### src/rtl/vga_timing_ctrl_if.sv
// vga_timing_ctrl_if: raster bus; i_En into the sequencer, scan counters, syncs, active qualifier and line/frame strobes out
interface vga_timing_ctrl_if;
  logic       i_En;
  logic [9:0] o_Col_Num;
  logic [9:0] o_Row_Num;
  logic       o_Hsync;
  logic       o_Vsync;
  logic       o_Active;
  logic       o_Line_Start;
  logic       o_Frame_Start;
  modport master (
    input  i_En,
    output o_Col_Num, o_Row_Num, o_Hsync, o_Vsync, o_Active, o_Line_Start, o_Frame_Start
  );
  modport slave (
    output i_En,
    input  o_Col_Num, o_Row_Num, o_Hsync, o_Vsync, o_Active, o_Line_Start, o_Frame_Start
  );
endinterface

### src/rtl/vga_timing_ctrl.sv
// vga_timing_ctrl: VGA raster sequencer; ports i_Clk, i_Reset (sync, active-high), bus.master (i_En in; col/row, Hsync/Vsync, Active, Line/Frame strobes out)
module vga_timing_ctrl #(
  parameter int TOTAL_COLS    = 800,
  parameter int TOTAL_ROWS    = 525,
  parameter int ACTIVE_COLS   = 640,
  parameter int ACTIVE_ROWS   = 480,
  parameter int H_FRONT_PORCH = 18,
  parameter int H_BACK_PORCH  = 50,
  parameter int V_FRONT_PORCH = 10,
  parameter int V_BACK_PORCH  = 33
) (
  input  logic              i_Clk,
  input  logic              i_Reset,
  vga_timing_ctrl_if.master bus
);
  localparam int HS = ACTIVE_COLS + H_FRONT_PORCH;
  localparam int HE = TOTAL_COLS - H_BACK_PORCH;
  localparam int VS = ACTIVE_ROWS + V_FRONT_PORCH;
  localparam int VE = TOTAL_ROWS - V_BACK_PORCH;
  if (TOTAL_COLS > 1024 || TOTAL_ROWS > 1024 || HE - HS < 1 || VE - VS < 1) begin : g_bad_params
    $error("vga_timing_ctrl: totals must be <= 1024 and each sync width >= 1");
  end
  typedef enum logic [1:0] {ACTIVE, FRONT, SYNC, BACK} phase_t;
  // Phase transitions fire on the boundary value of the next counter; later phases are tested first so a zero-width porch still lands in the right phase.
  function automatic phase_t nxt(phase_t cur, logic [9:0] n, int a, int s, int e);
    logic [10:0] w;
    w = {1'b0, n};
    return w == 11'(e) ? BACK : w == 11'(s) ? SYNC : w == 11'(a) ? FRONT : n == '0 ? ACTIVE : cur;
  endfunction
  logic [9:0] col_q, col_d, row_q, row_d;
  phase_t     h_q, h_d, v_q, v_d;
  logic       wrap, hs_q, vs_q, act_q, ls_q, fs_q;
  always_comb begin
    wrap  = col_q == 10'(TOTAL_COLS - 1);
    col_d = wrap ? '0 : col_q + 10'd1;
    row_d = !wrap ? row_q : row_q == 10'(TOTAL_ROWS - 1) ? '0 : row_q + 10'd1;
    h_d   = nxt(h_q, col_d, ACTIVE_COLS, HS, HE);
    v_d   = nxt(v_q, row_d, ACTIVE_ROWS, VS, VE);
  end
  // Outputs are decoded from next-state values so they align with the counters they are registered alongside.
  always_ff @(posedge i_Clk)
    if (i_Reset) begin
      col_q <= 10'(TOTAL_COLS - 1);
      row_q <= 10'(TOTAL_ROWS - 1);
      h_q   <= BACK;
      v_q   <= BACK;
      hs_q  <= 1'b1;
      vs_q  <= 1'b1;
      act_q <= 1'b0;
      ls_q  <= 1'b0;
      fs_q  <= 1'b0;
    end else begin
      ls_q <= 1'b0;
      fs_q <= 1'b0;
      if (bus.i_En) begin
        col_q <= col_d;
        row_q <= row_d;
        h_q   <= h_d;
        v_q   <= v_d;
        hs_q  <= h_d != SYNC;
        vs_q  <= v_d != SYNC;
        act_q <= h_d == ACTIVE && v_d == ACTIVE;
        ls_q  <= wrap;
        fs_q  <= wrap && row_d == '0;
      end
    end
  assign bus.o_Col_Num     = col_q;
  assign bus.o_Row_Num     = row_q;
  assign bus.o_Hsync       = hs_q;
  assign bus.o_Vsync       = vs_q;
  assign bus.o_Active      = act_q;
  assign bus.o_Line_Start  = ls_q;
  assign bus.o_Frame_Start = fs_q;
endmodule

### src/flat_wrapper.sv
// flat-port wrapper written by rule: the top's interface ports become plain ports
module vga_timing_ctrl_flat 
#(
  parameter int TOTAL_COLS    = 800,
  parameter int TOTAL_ROWS    = 525,
  parameter int ACTIVE_COLS   = 640,
  parameter int ACTIVE_ROWS   = 480,
  parameter int H_FRONT_PORCH = 18,
  parameter int H_BACK_PORCH  = 50,
  parameter int V_FRONT_PORCH = 10,
  parameter int V_BACK_PORCH  = 33
)
  (i_Clk, i_Reset, bus_i_En, bus_o_Col_Num, bus_o_Row_Num, bus_o_Hsync, bus_o_Vsync, bus_o_Active, bus_o_Line_Start, bus_o_Frame_Start);
  vga_timing_ctrl_if bus_i ();
  input  logic i_Clk;
  input  logic i_Reset;
  input wire logic [$bits(bus_i.i_En)-1:0] bus_i_En;
  output wire logic [$bits(bus_i.o_Col_Num)-1:0] bus_o_Col_Num;
  output wire logic [$bits(bus_i.o_Row_Num)-1:0] bus_o_Row_Num;
  output wire logic [$bits(bus_i.o_Hsync)-1:0] bus_o_Hsync;
  output wire logic [$bits(bus_i.o_Vsync)-1:0] bus_o_Vsync;
  output wire logic [$bits(bus_i.o_Active)-1:0] bus_o_Active;
  output wire logic [$bits(bus_i.o_Line_Start)-1:0] bus_o_Line_Start;
  output wire logic [$bits(bus_i.o_Frame_Start)-1:0] bus_o_Frame_Start;
  assign bus_i.i_En = bus_i_En;
  assign bus_o_Col_Num = bus_i.o_Col_Num;
  assign bus_o_Row_Num = bus_i.o_Row_Num;
  assign bus_o_Hsync = bus_i.o_Hsync;
  assign bus_o_Vsync = bus_i.o_Vsync;
  assign bus_o_Active = bus_i.o_Active;
  assign bus_o_Line_Start = bus_i.o_Line_Start;
  assign bus_o_Frame_Start = bus_i.o_Frame_Start;
  vga_timing_ctrl #(.TOTAL_COLS(TOTAL_COLS), .TOTAL_ROWS(TOTAL_ROWS), .ACTIVE_COLS(ACTIVE_COLS), .ACTIVE_ROWS(ACTIVE_ROWS), .H_FRONT_PORCH(H_FRONT_PORCH), .H_BACK_PORCH(H_BACK_PORCH), .V_FRONT_PORCH(V_FRONT_PORCH), .V_BACK_PORCH(V_BACK_PORCH)) u_core (.i_Clk(i_Clk), .i_Reset(i_Reset), .bus(bus_i));
endmodule
### config.mk
export PLATFORM = sky130hd
export DESIGN_NAME = vga_timing_ctrl_flat
export DESIGN_NICKNAME = d
export VERILOG_FILES = /design/src/rtl/vga_timing_ctrl_if.sv /design/src/rtl/vga_timing_ctrl.sv /design/src/flat_wrapper.sv
export SDC_FILE = /design/constraint.sdc
export NUM_CORES = 1
export LEC_CHECK = 0
export ABC_AREA = 1
export BUFFER_PORTS_ARGS = -buffer_cell sky130_fd_sc_hd__buf_2
export CAP_MARGIN = 40
export CORE_MARGIN = 2
export CORE_UTILIZATION = 45
export DETAILED_ROUTE_END_ITERATION = 6
export PLACE_DENSITY = 0.73
export SLEW_MARGIN = 20
export SYNTH_ARGS = -nofsm -noshare
export SYNTH_HDL_FRONTEND = slang
export SYNTH_SLANG_ARGS = --single-unit
### constraint.sdc
create_clock -name i_Clk -period 1.9 [get_ports i_Clk]
set_input_delay 0.095 -clock i_Clk [delete_from_list [all_inputs] [get_ports i_Clk]]
set_output_delay 0.095 -clock i_Clk [all_outputs]
set_load 0.02 [all_outputs]
==> key figures, run 1 <==
Finish
  – Final cell count without fillers: 516
  – Fillers: 384
  – Number of diodes: 0
  – Layout cells sized above 1: 42.6%
  – Area growth syn-to-layout: 52.3%
  – Fin area: 3300 µm²
  – Final core utilization: 70.3%
  – NumNets Final: 468

Worst setup path
  – RR Startpoint: u_core.bus.o_Col_Num[1]
  – Family with the most delay on the worst path: simple AND/OR/NAND/NOR gates
  – CP max FO: 6
  – Crit Path Category: reg -> reg
  – CP cell instances: ha_4 -> nand2_4 -> nor2_8 -> inv_8 -> nor2_8 -> nand2_1 -> nand2_2 -> nand2_2 -> nor2_4 -> nand3_2 -> nand2_2 -> inv_2 -> nand2_4 -> inv_2 -> nand2_1 -> nor2_1 -> nor2_1 -> nor2_1
  – Critical path endpoint category: register
  – CP peak stage delay: 360 ps
  – Crit start category: register
  – Worst reg-to-reg path cell count: 18
  – CP bufs+invs: 3
  – Critical R2R Capture: u_core.bus.o_Active
  – Critical path data arrival time: 2240 ps
  – Highest-delay cell along the critical path: dfxtp_4
  – Crit path required time: 2070 ps
  – Worst path depth: 18
  – Worst setup path endpoint: u_core.bus.o_Active
  – Crit. Startpoint: u_core.bus.o_Col_Num[1]
  – R2R setup slack: -180 ps

Floorplanning
  – CORE AREA: 4690 µm²
  – Die ar.: 5380 µm²
  – Site row count: 25
  – Die Ht: 73.4 µm
  – Chip Width: 73.4 µm
  – Starting Density: 46.2%
  – I/O pin total: 28

Timing
  – Max-slew violations: 0
  – Max Clock Skew: 7.67 ps
  – Setup TNS Final: -527 ps
  – Worst setup margin: -177 ps
  – Worst Max-Slew Pin Slew: 465 ps
  – Fmax: 482 MHz
  – Fin. Hold Viols: 0
  – Setup violations, final: 6
  – Tmin final: 2080 ps
  – Tcrit/Tclk final: 109%
  – Slew Limit Headroom: 68.6%
  – Final hold slack: 137 ps
  – RSZ-0062 raised after global routing: yes

Drt
  – Vias/cell: 5.41
  – Top sig layer: met4
  – Routed Wire Length: 7360 µm
  – 1st-iter DRT viols: 164
  – Routed met2 length: 3890 µm
  – Vias: 2,791
  – Post-route antenna net violation count: 0
  – WL/cell: 14.3 µm
  – Post-route DRC: 0
  – First drt pass iteration count: 6
  – DR WL met3: 474 µm
  – Wire length on met1: 2770 µm

Clocking
  – Maximum buffer depth of the clock tree: 2
  – CTS tree: done
  – Total CTS buffers: 5
  – CTS clk-pin slew, worst paths: 70 ps
  – H-Tree Depth: 2
  – Clock Latency Late Sink: 290 ps
  – Root Driver: clkbuf_8
  – Clock sinks: 29

Yosys
  – Syn Area/Cell: 6.02 µm²
  – Post-Synthesis Cells: 360
  – Register area share after synthesis: 26.8%
  – Post-Synthesis Cell Area: 2170 µm²
  – Synth cell types: 30
  – Yosys reg bits: 29
  – Post-Synthesis Net Count: 367
  – Synth Warn #: 0

Status
  – Failing checks: setup timing
  – Status: complete, but fails checks

GRT
  – Grt ovf: 0
  – Antenna violations before repair: 0
  – Gr usage total: 26.8%
  – Vias in the first global route: 2,454
  – Largest net degree at the start of global routing: 21
  – First-pass GRT wire length: 11,200 µm

Place
  – Area after DPL: 2800 µm²
  – Port Buffers: 27
  – Placer Congestion: 0.994
  – Detail Placement HPWL: 4770 µm
  – Dpl cells: 492

Power and ir drop
  – P_leak: 1.71 nW
  – Clk pwr share: 30.6%
  – Sw frac: 35.9%
  – Combinational share of power: 40.0%
  – Worst vdd ir: 541 µV
  – Sequential share of power: 29.4%
  – Net Switching: 0.848 mW
  – Pint: 1.52 mW
  – Pwr dens: 717 nW/µm²

Worst hold path
  – Min-Delay Path Class: in -> reg

Job
  – Maxcap violations: 0
-- metrics by stage --
| stage | total power [mW] | setup slack (ps) |
|---|---|---|
| 2_1_floorplan | 1.15 | -87.2 |
| 3_3_place_gp | 1.42 | -227 |
| 3_5_place_dp | 1.44 | -290 |
| 4_1_cts | 2.24 | -158 |
| 5_1_grt | 2.49 | -311 |
| 6_report | 2.36 | -177 |
-- cell type report --
type                       count  area (µm²)  area share [%]
clock inverter                 2        35.0            1.06
inverter                      44         178            5.39
multi-input combinational    278        1610            48.8
clock buffer                   6        93.8            2.85
tap                           54        67.6            2.05
sequential                    29         602            18.2
timing repair buffer         103         713            21.6
-- power groups by stage --
stage / Combinational (mW) / Sequential, mW / Clock [mW]
2_1_floorplan: 0.390 / 0.757 / 0
4_1_cts: 0.804 / 0.692 / 0.739
6_report: 0.945 / 0.696 / 0.724
3_3_place_gp: 0.718 / 0.703 / 0
3_5_place_dp: 0.730 / 0.705 / 0
5_1_grt: 1.02 / 0.701 / 0.770
-- worst min-delay path by stage --
| stage | start | to | slack, ps | cells past startpoint |
|---|---|---|---|---|
| 6_report | bus_i_En | u_core.bus.o_Col_Num[5] | 140 | 2 |
| 5_1_grt | bus_i_En | u_core.h_q[0] | 160 | 3 |
| 4_1_cts | bus_i_En | u_core.bus.o_Col_Num[5] | 130 | 2 |
| 3_5_place_dp | bus_i_En | u_core.bus.o_Col_Num[5] | 430 | 2 |
| 3_3_place_gp | bus_i_En | u_core.bus.o_Col_Num[5] | 420 | 2 |
| 2_1_floorplan | i_Reset | u_core.bus.o_Hsync | 330 | 2 |
-- cell usage after synthesis --
cell | instances | area (µm²)
nor2_2 | 1 | 6.26
nand2_2 | 10 | 62.6
clkbuf_2 | 2 | 10.0
nand2_1 | 119 | 447
inv_4 | 1 | 6.26
nor2_4 | 2 | 22.5
nand2_4 | 2 | 22.5
nand4_1 | 4 | 25.0
inv_1 | 40 | 150
o21ai_0 | 22 | 110
nor3_1 | 3 | 15.0
nor2_1 | 37 | 139
buf_6 | 2 | 22.5
clkinv_1 | 2 | 7.51
clkbuf_1 | 5 | 18.8
xor2_1 | 2 | 17.5
nand3b_1 | 2 | 15.0
dfxtp_1 | 29 | 581
ha_1 | 4 | 50.1
buf_8 | 1 | 15.0
nand3_2 | 6 | 60.1
nor2_8 | 2 | 40.0
o211ai_1 | 4 | 30.0
a21oi_1 | 21 | 105
buf_1 | 1 | 3.75
nand3_1 | 31 | 155
buf_2 | 2 | 10.0
or2_2 | 1 | 6.26
xnor2_1 | 1 | 8.76
inv_2 | 1 | 3.75
-- worst reg2reg max path: cells and delay by family (launching register included) --
kind | cells | cell delay, ps
simple gates | 14 | 1300
flops | 1 | 360
buf+inv | 3 | 160
fa+ha+maj | 1 | 140
-- cell usage in the layout (no fill, tap or decap), types with 3 or more instances in the layout --
cell and n:
a21oi_1 20, buf_2 27, buf_4 74, clkbuf_8 5, dfxtp_1 20, dfxtp_2 5
dfxtp_4 4, inv_1 36, inv_2 3, nand2_1 103, nand2_2 22, nand2_4 6
nand3_1 21, nand3_2 14, nand3_4 3, nand4_1 4, nor2_1 25, nor2_2 11
nor2_4 7, o211ai_1 4, o21ai_0 19, o21ai_1 3
-- registers in the layout, summed over array words and instances, names as in the netlist --
name / count
u_core.bus.o_Col_Num: 10
u_core.bus.o_Row_Num: 10
u_core.h_q: 2
u_core.v_q: 2
u_core.bus.o_Active: 1
u_core.bus.o_Frame_Start: 1
u_core.bus.o_Hsync: 1
u_core.bus.o_Line_Start: 1
u_core.bus.o_Vsync: 1
-- kinds of logic after synthesis --
family	after synthesis	synth area share, %
adder cells (fa/ha/maj)	4	2.31
flip-flops	29	26.8
XOR/XNOR	3	1.21
AND/OR/NAND/NOR	220	46.9
buffers and inverters	57	11.4
AO/OA/AOI/OAI	47	11.3
-- timing repair --
action | CTS | global route
pin swaps | 18 | 15
gates cloned | 3 | 1
setup buffers | 4 | 8
gates resized for setup | 22 | 49
hold endpoints to repair | 0 | 0
endpoints found under the setup margin | 7 | 8
hold buffers | 0 | 0
-- routing by layer --
metal / up-vias / track usage, %
met3: 22 / 4.66
met2: 138 / 48.0
met1: 1283 / 31.7
met5: - / 0
li1: 1348 / -
met4: 0 / 10.3
(Power assumes the default switching activity.)
==> run 2, diff against run 1 <==
--- a/config.mk
+++ b/config.mk
@@ -7,12 +7,11 @@
 export LEC_CHECK = 0
 export ABC_AREA = 1
 export BUFFER_PORTS_ARGS = -buffer_cell sky130_fd_sc_hd__buf_2
-export CAP_MARGIN = 40
 export CORE_MARGIN = 2
 export CORE_UTILIZATION = 45
 export DETAILED_ROUTE_END_ITERATION = 6
-export PLACE_DENSITY = 0.73
-export SLEW_MARGIN = 20
+export PLACE_DENSITY = 0.71
+export SLEW_MARGIN = 10
 export SYNTH_ARGS = -nofsm -noshare
 export SYNTH_HDL_FRONTEND = slang
 export SYNTH_SLANG_ARGS = --single-unit
==> constraint.sdc (replaced) <==
create_clock -name i_Clk -period 2.55 [get_ports i_Clk]
set_input_delay 0.1275 -clock i_Clk [delete_from_list [all_inputs] [get_ports i_Clk]]
set_output_delay 0.1275 -clock i_Clk [all_outputs]
set_load 0.02 [all_outputs]
==> run 2 against run 1 <==
  * The run now ends clean
  * Core utilization down 19 points
  * Flip-flop and latch count unchanged
  * First-iteration DRC count up 31%
  * Worst setup slack better by 430 ps
  * Critical endpoint unchanged
  * Highest routed layer unchanged
==> key figures, run 2 (synthesized netlist as in run 1, its figures left out) <==
Status
  – Status: complete, no violations

Drt
  – WL/cell: 12.2 µm (-15%)
  – 1st-iter DRT viols: 215 (+31%)
  – Post-route DRC: 0 (unchanged)
  – Vias/cell: 5.15 (-4.8%)
  – First drt pass iteration count: 5 (-1)
  – Routed Wire Length: 5370 µm (-27%)
  – Post-route antenna net violation count: 0 (unchanged)
  – Vias: 2,271 (-19%)

Power and ir drop
  – Sequential share of power: 40.8% (+11 points)
  – P_leak: 1.29 nW (-24%)
  – Sw frac: 38.2% (+2.3 points)
  – Clk pwr share: 27.9% (-2.7 points)
  – Pwr dens: 538 nW/µm² (-25%)
  – Pint: 0.803 mW (-47%)
  – Combinational share of power: 31.3% (-8.7 points)
  – Worst vdd ir: 285 µV (-47%)
  – Net Switching: 0.496 mW (-42%)

Worst setup path
  – Crit Path Category: reg -> reg
  – RR Startpoint: u_core.bus.o_Row_Num[1]
  – CP cell instances: buf_4 -> inv_1 -> ha_1 -> nand2_1 -> nor2_1 -> nand3_1 -> or2_2 -> nand3_1 -> nand2_1 -> inv_1 -> nand3_2 -> nand2_1 -> nand2_1 -> nand2_1 -> nand2_1 -> nor2_1 -> nor2_1 -> nor2_1
  – R2R setup slack: 250 ps (+430 ps)
  – CP peak stage delay: 360 ps (about the same)
  – Critical path endpoint category: register
  – Highest-delay cell along the critical path: or2_2
  – Crit path required time: 2770 ps (+700 ps)
  – Critical R2R Capture: u_core.bus.o_Active
  – Most used cell, CP: nand2_1
  – Worst reg-to-reg path cell count: 18 (unchanged)
  – Critical path data arrival time: 2520 ps (+280 ps)
  – CP max FO: 7 (+1)
  – Crit start category: register

Floorplanning
  – Site row count: 25 (unchanged)
  – CORE AREA: 4690 µm² (unchanged)
  – Chip Width: 73.4 µm (unchanged)
  – Die ar.: 5380 µm² (unchanged)
  – I/O pin total: 28 (unchanged)
  – Die Ht: 73.4 µm (unchanged)
  – Starting Density: 46.2% (unchanged)

Clocking
  – Post-CTS setup buffer count: 0 (-4)
  – Clock sinks: 29 (unchanged)
  – Maximum buffer depth of the clock tree: 2 (unchanged)
  – H-Tree Depth: 2 (unchanged)
  – CTS tree: done
  – CTS clk-pin slew, worst paths: 70 ps (about the same)
  – Root Driver: clkbuf_8
  – Total CTS buffers: 5 (unchanged)
  – Clock Latency Late Sink: 280 ps (about the same)
  – Hold-fix buffers, CTS: 0 (unchanged)

Finish
  – Layout cells sized above 1: 17.1% (-26 points)
  – Leading cell type in the layout, fill and taps excluded: nand2_1
  – Number of diodes: 0 (unchanged)
  – Most frequent cells in the layout: 119 x nand2_1, 40 x inv_1, 36 x nor2_1, 31 x nand3_1, 29 x dfxtp_1
  – NumNets Final: 393 (-16%)
  – Area growth syn-to-layout: 11.5%

Timing
  – Tmin final: 2300 ps (+224 ps)
  – Fin. Hold Viols: 0 (unchanged)
  – Worst setup margin: 249 ps (+426 ps)
  – Setup TNS Final: 0 ps (+527 ps)
  – Fmax: 435 MHz (-9.7%)
  – Max Clock Skew: 4.78 ps (-2.89 ps)
  – RSZ-0062 raised after global routing: no
  – Max-slew violations: 0 (unchanged)
  – Slew Limit Headroom: 70.8% (+2.2 points)
  – Tcrit/Tclk final: 90.2% (-19 points)
  – Setup violations, final: 0 (-6)
  – Worst Max-Slew Pin Slew: 438 ps (-27.7 ps)

GRT
  – Vias in the first global route: 1,942 (-21%)
  – Largest net degree at the start of global routing: 29 (+38%)
  – Grt ovf: 0 (unchanged)
  – First-pass GRT wire length: 8770 µm (-21%)
  – Gr usage total: 20.9% (-6.0 points)
  – Antenna violations before repair: 0 (unchanged)

Worst hold path
  – Worst Hold Depth: 2 (unchanged)
  – Min-Delay Path Class: in -> reg
  – Hold EP: u_core.bus.o_Line_Start
  – Hold Startpoint: i_Reset

Job
  – Maxcap violations: 0 (unchanged)

Place
  – Pre-CTS setup slack: 183 ps (+473 ps)
  – Detail Placement HPWL: 3850 µm (-19%)
  – Placer Congestion: 0.900 (-9.4%)
  – Port Buffers: 27 (unchanged)
run 2: cell count changes in the layout (fill, tap and decap cells not counted), moves of 5 or more:
cell / change
dfxtp_2: -5
nand3_1: +10
nand2_2: -12
nand2_1: +16
dfxtp_1: +9
nor2_1: +11
nor2_2: -9
nand3_2: -8
buf_4: -70
run 2: final cells by class:
class                      instances  area (µm²)
multi-input combinational        275        1350
inverter                          44         168
fill                             478        2280
clock inverter                     2        10.0
tap                               54        67.6
timing repair buffer              31         165
clock buffer                       6        72.6
sequential                        29         581
run 2: critical path: cells and delay by family, from the launching register on:
family | cells | cell delay (ps)
buffers and inverters | 3 | 280
flip-flops | 1 | 320
AND/OR/NAND/NOR | 14 | 1480
adder cells (fa/ha/maj) | 1 | 170
run 2: worst max-delay path by stage:
stage          slack, ps                     from             endpoint
2_1_floorplan        290  u_core.bus.o_Col_Num[0]  u_core.bus.o_Active
3_3_place_gp         210  u_core.bus.o_Col_Num[1]  u_core.bus.o_Active
3_5_place_dp         180  u_core.bus.o_Col_Num[1]   u_core.bus.o_Vsync
4_1_cts              150  u_core.bus.o_Col_Num[1]  u_core.bus.o_Active
5_1_grt               10  u_core.bus.o_Row_Num[0]  u_core.bus.o_Active
6_report             250  u_core.bus.o_Row_Num[1]  u_core.bus.o_Active
run 2: what timing repair did:
action | CTS | global route
resized for setup | 0 | 1
endpoints found under the hold margin | 0 | 0
setup endpoints to repair | 0 | 3
run 2: power by group through the flow:
stage	Sequential [mW]	Clock, mW	Combinational [mW]
final	0.529	0.363	0.406
after global routing	0.534	0.399	0.458
after CTS	0.529	0.382	0.399
after detailed placement	0.539	0	0.398
after global placement	0.539	0	0.395
after floorplan	0.561	0	0.287
run 2: metrics by stage:
stage,power (mW),std cells,cell area [µm²],hold slack (ps),util (%)
2_1_floorplan,0.848,360,2170,361,-
3_5_place_dp,0.937,432,2320,462,49.4
3_3_place_gp,0.933,432,2320,456,49.4
6_report,1.30,441,2410,265,51.5
5_1_grt,1.39,441,2410,289,51.5
4_1_cts,1.31,440,2400,266,51.2
run 2: per-layer routing:
layer	vias up	track usage [%]	wire length [µm]	part of all wire, %
li1	1200	-	-	-
met1	995	25.6	2400	45
met2	70	35.6	2580	48
met3	6	4.80	295	5.5
met4	0	7.68	87	1.6
met5	-	0	0	0
==> run 3, diff against run 2 <==
--- a/config.mk
+++ b/config.mk
@@ -7,10 +7,11 @@
 export LEC_CHECK = 0
 export ABC_AREA = 1
 export BUFFER_PORTS_ARGS = -buffer_cell sky130_fd_sc_hd__buf_2
-export CORE_MARGIN = 2
 export CORE_UTILIZATION = 45
+export CTS_BUF_LIST = sky130_fd_sc_hd__clkbuf_4
 export DETAILED_ROUTE_END_ITERATION = 6
 export PLACE_DENSITY = 0.71
+export REMOVE_ABC_BUFFERS = 1
 export SLEW_MARGIN = 10
 export SYNTH_ARGS = -nofsm -noshare
 export SYNTH_HDL_FRONTEND = slang
==> run 3 against run 2 <==
  * Flip-flop and latch count unchanged
  * Clock power decreased by 21%
  * First-iteration DRC count decreased by 36%
  * Cell area decreased by 1.3%
  * Worst hold slack got worse by 77 ps
  * Critical path depth decreased by 1
  * Sequential share of layout area increased by 0.37 points
  * Register-to-register slack improved by 30 ps
  * Worst setup slack improved by 28 ps
  * Non-clock buffer count decreased by 1
  * Global-route usage increased by 0.53 points
==> key figures, run 3 (synthesized netlist as in run 1, its figures left out) <==
Status
  – Status: complete, no violations

Finish
  – Final cell count without fillers: 438 (-0.68%)
  – Number of diodes: 0 (unchanged)
  – NumNets Final: 392 (-0.25%)
  – Fillers: 464 (-2.9%)
  – Layout cells sized above 1: 17.1% (+0.044 points)
  – Leading cell type in the layout, fill and taps excluded: nand2_1
  – Most frequent cells in the layout: 119 x nand2_1, 40 x inv_1, 36 x nor2_1, 31 x nand3_1, 28 x dfxtp_1
  – Area growth syn-to-layout: 10.1%

Drt
  – Routed Wire Length: 5280 µm (-1.6%)
  – Post-route DRC: 0 (unchanged)
  – WL/cell: 12.1 µm (-0.95%)
  – First drt pass iteration count: 4 (-1)
  – Vias/cell: 5.08 (-1.4%)
  – 1st-iter DRT viols: 138 (-36%)
  – Post-route antenna net violation count: 0 (unchanged)
  – Vias: 2,225 (-2.0%)

Worst setup path
  – CP bufs+invs: 2 (-1)
  – Highest-delay cell along the critical path: dfxtp_1
  – R2R setup slack: 280 ps (+30 ps)
  – CP cell instances: inv_1 -> ha_1 -> nand2_1 -> nor2_1 -> nand3_1 -> or2_2 -> nand3_1 -> nand2_1 -> inv_1 -> nand3_2 -> nand2_1 -> nand2_1 -> nand2_1 -> nand2_1 -> nor2_1 -> nor2_1 -> nor2_1
  – CP peak stage delay: 380 ps (+20 ps)
  – Critical R2R Capture: u_core.bus.o_Active
  – Family with the most delay on the worst path: simple AND/OR/NAND/NOR gates
  – Critical path data arrival time: 2550 ps (+30 ps)
  – Crit. Startpoint: u_core.bus.o_Row_Num[0]
  – Crit path required time: 2820 ps (+50 ps)
  – Worst reg-to-reg path cell count: 17 (-1)
  – Crit Path Category: reg -> reg
  – Crit start category: register
  – RR Startpoint: u_core.bus.o_Row_Num[0]
  – CP max FO: 7 (unchanged)
  – Worst setup path endpoint: u_core.bus.o_Active
  – Worst path depth: 17 (-1)
  – Critical path endpoint category: register
  – Most used cell, CP: nand2_1

GRT
  – Gr usage total: 21.4% (+0.53 points)
  – Antenna violations before repair: 0 (unchanged)
  – First-pass GRT wire length: 8680 µm (-1.0%)
  – Grt ovf: 0 (unchanged)
  – Vias in the first global route: 1,918 (-1.2%)
  – Largest net degree at the start of global routing: 29 (unchanged)

Floorplanning
  – Site row count: 24 (-4.0%)
  – CORE AREA: 4470 µm² (-4.6%)
  – I/O pin total: 28 (unchanged)
  – Starting Density: 48.4% (+2.2 points)
  – Chip Width: 71.4 µm (-2.7%)
  – Die ar.: 5090 µm² (-5.4%)
  – Die Ht: 71.4 µm (-2.7%)

Clocking
  – CTS tree: done
  – Post-CTS setup buffer count: 0 (unchanged)
  – Maximum buffer depth of the clock tree: 2 (unchanged)
  – Clock sinks: 29 (unchanged)
  – CTS clk-pin slew, worst paths: 90 ps (+20 ps)
  – Root Driver: clkbuf_4
  – Total CTS buffers: 5 (unchanged)
  – H-Tree Depth: 2 (unchanged)
  – Clock Latency Late Sink: 350 ps (+70 ps)

Worst hold path
  – Min-Delay Path Class: in -> reg
  – Worst Hold Depth: 2 (unchanged)

Timing
  – Slew Limit Headroom: 72.4% (+1.6 points)
  – Worst Max-Slew Pin Slew: 414 ps (-24.0 ps)
  – Max Clock Skew: 20.1 ps (+15.3 ps)
  – Setup violations, final: 0 (unchanged)
  – Max-slew violations: 0 (unchanged)
  – Setup TNS Final: 0 ps (unchanged)
  – Fin. Hold Viols: 0 (unchanged)
  – RSZ-0062 raised after global routing: no
  – Final hold slack: 188 ps (-77.3 ps)
  – Tmin final: 2270 ps (-28.0 ps)
  – Fmax: 440 MHz (+1.2%)
  – Tcrit/Tclk final: 89.1% (-1.1 points)

Place
  – Dpl cells: 429 (-0.69%)
  – Port Buffers: 27 (unchanged)
  – Placer Congestion: 0.854 (-5.2%)
  – Detail Placement HPWL: 3740 µm (-2.9%)

Power and ir drop
  – P_leak: 1.27 nW (-1.6%)
  – Net Switching: 0.510 mW (+2.9%)
  – Overall Power: 1.22 mW (-5.8%)
  – Worst vdd ir: 290 µV (+1.7%)
  – Combinational share of power: 33.3% (+2.0 points)
  – Clk pwr share: 23.3% (-4.6 points)
  – Sequential share of power: 43.3% (+2.5 points)
  – Sw frac: 41.7% (+3.5 points)
  – Pint: 0.713 mW (-11%)
  – Pwr dens: 513 nW/µm² (-4.5%)

Job
  – Maxcap violations: 0 (unchanged)
## run 3: changes by cell type in the layout (fill, tap and decap cells not counted)
cell and change:
clkbuf_4 +5, clkbuf_8 -5, clkinv_1 +2, buf_4 -1, clkbuf_1 -1, clkinv_2 -1, dfxtp_1 -1, dfxtp_2 +1
ha_1 -1, ha_2 +1, nand3_2 -1, nand3_4 +1
## run 3: metrics by stage
stage	setup slack [ps]	utilization [%]	cell area [µm²]
6_report	277	53.3	2380
5_1_grt	16.4	53.3	2380
3_5_place_dp	137	51.6	2310
2_1_floorplan	282	-	2090
3_3_place_gp	213	51.6	2310
4_1_cts	92.4	52.7	2360
## run 3: cell type report
class | instances | area [µm²] | share of cell area (%)
Clock inverter | 3 | 12.5 | 0.525
Clock buffer | 5 | 37.5 | 1.57
Sequential cell | 29 | 582 | 24.4
Multi-Input combinational cell | 275 | 1360 | 57.1
Tap cell | 52 | 65.1 | 2.73
Timing Repair Buffer | 30 | 158 | 6.61
Inverter | 44 | 168 | 7.03
## run 3: power groups by stage
stage	logic, mW	registers [mW]	clock network, mW
CTS	0.395	0.529	0.288
global route	0.456	0.537	0.306
floorplan	0.258	0.566	0
detailed placement	0.392	0.540	0
finish	0.408	0.530	0.286
global placement	0.390	0.539	0
## run 3: metal layers
| layer | wire [µm] | track usage, % |
|---|---|---|
| met1 | 2550 | 28.3 |
| met2 | 2440 | 35.9 |
| met3 | 232 | 3.52 |
| met4 | 53 | 6.44 |
| met5 | 0 | 0 |
## run 3: what timing repair did
| item | CTS | global route |
|---|---|---|
| hold endpoints to repair | 0 | 0 |
| gates resized for setup | 0 | 4 |
| hold buffers | 0 | 0 |
| setup endpoints to repair | 0 | 4 |
## run 3: worst min-delay path by stage
stage	start	to	slack [ps]
after detailed placement	u_core.v_q[1]	u_core.v_q[1]	460
after global routing	i_Reset	u_core.bus.o_Line_Start	230
final	i_Reset	u_core.bus.o_Line_Start	190
after CTS	i_Reset	u_core.bus.o_Line_Start	190
after global placement	u_core.h_q[0]	u_core.h_q[0]	460
after floorplan	i_Reset	u_core.bus.o_Active	200
## run 3: worst reg2reg max path: stages, from the launching register on
cell and delay, ps:
dfxtp_1 380, inv_1 110, ha_1 180, nand2_1 60
nor2_1 80, nand3_1 260, or2_2 370, nand3_1 110
nand2_1 60, inv_1 70, nand3_2 80, nand2_1 70
nand2_1 40, nand2_1 50, nand2_1 70, nor2_1 110
nor2_1 40, nor2_1 70
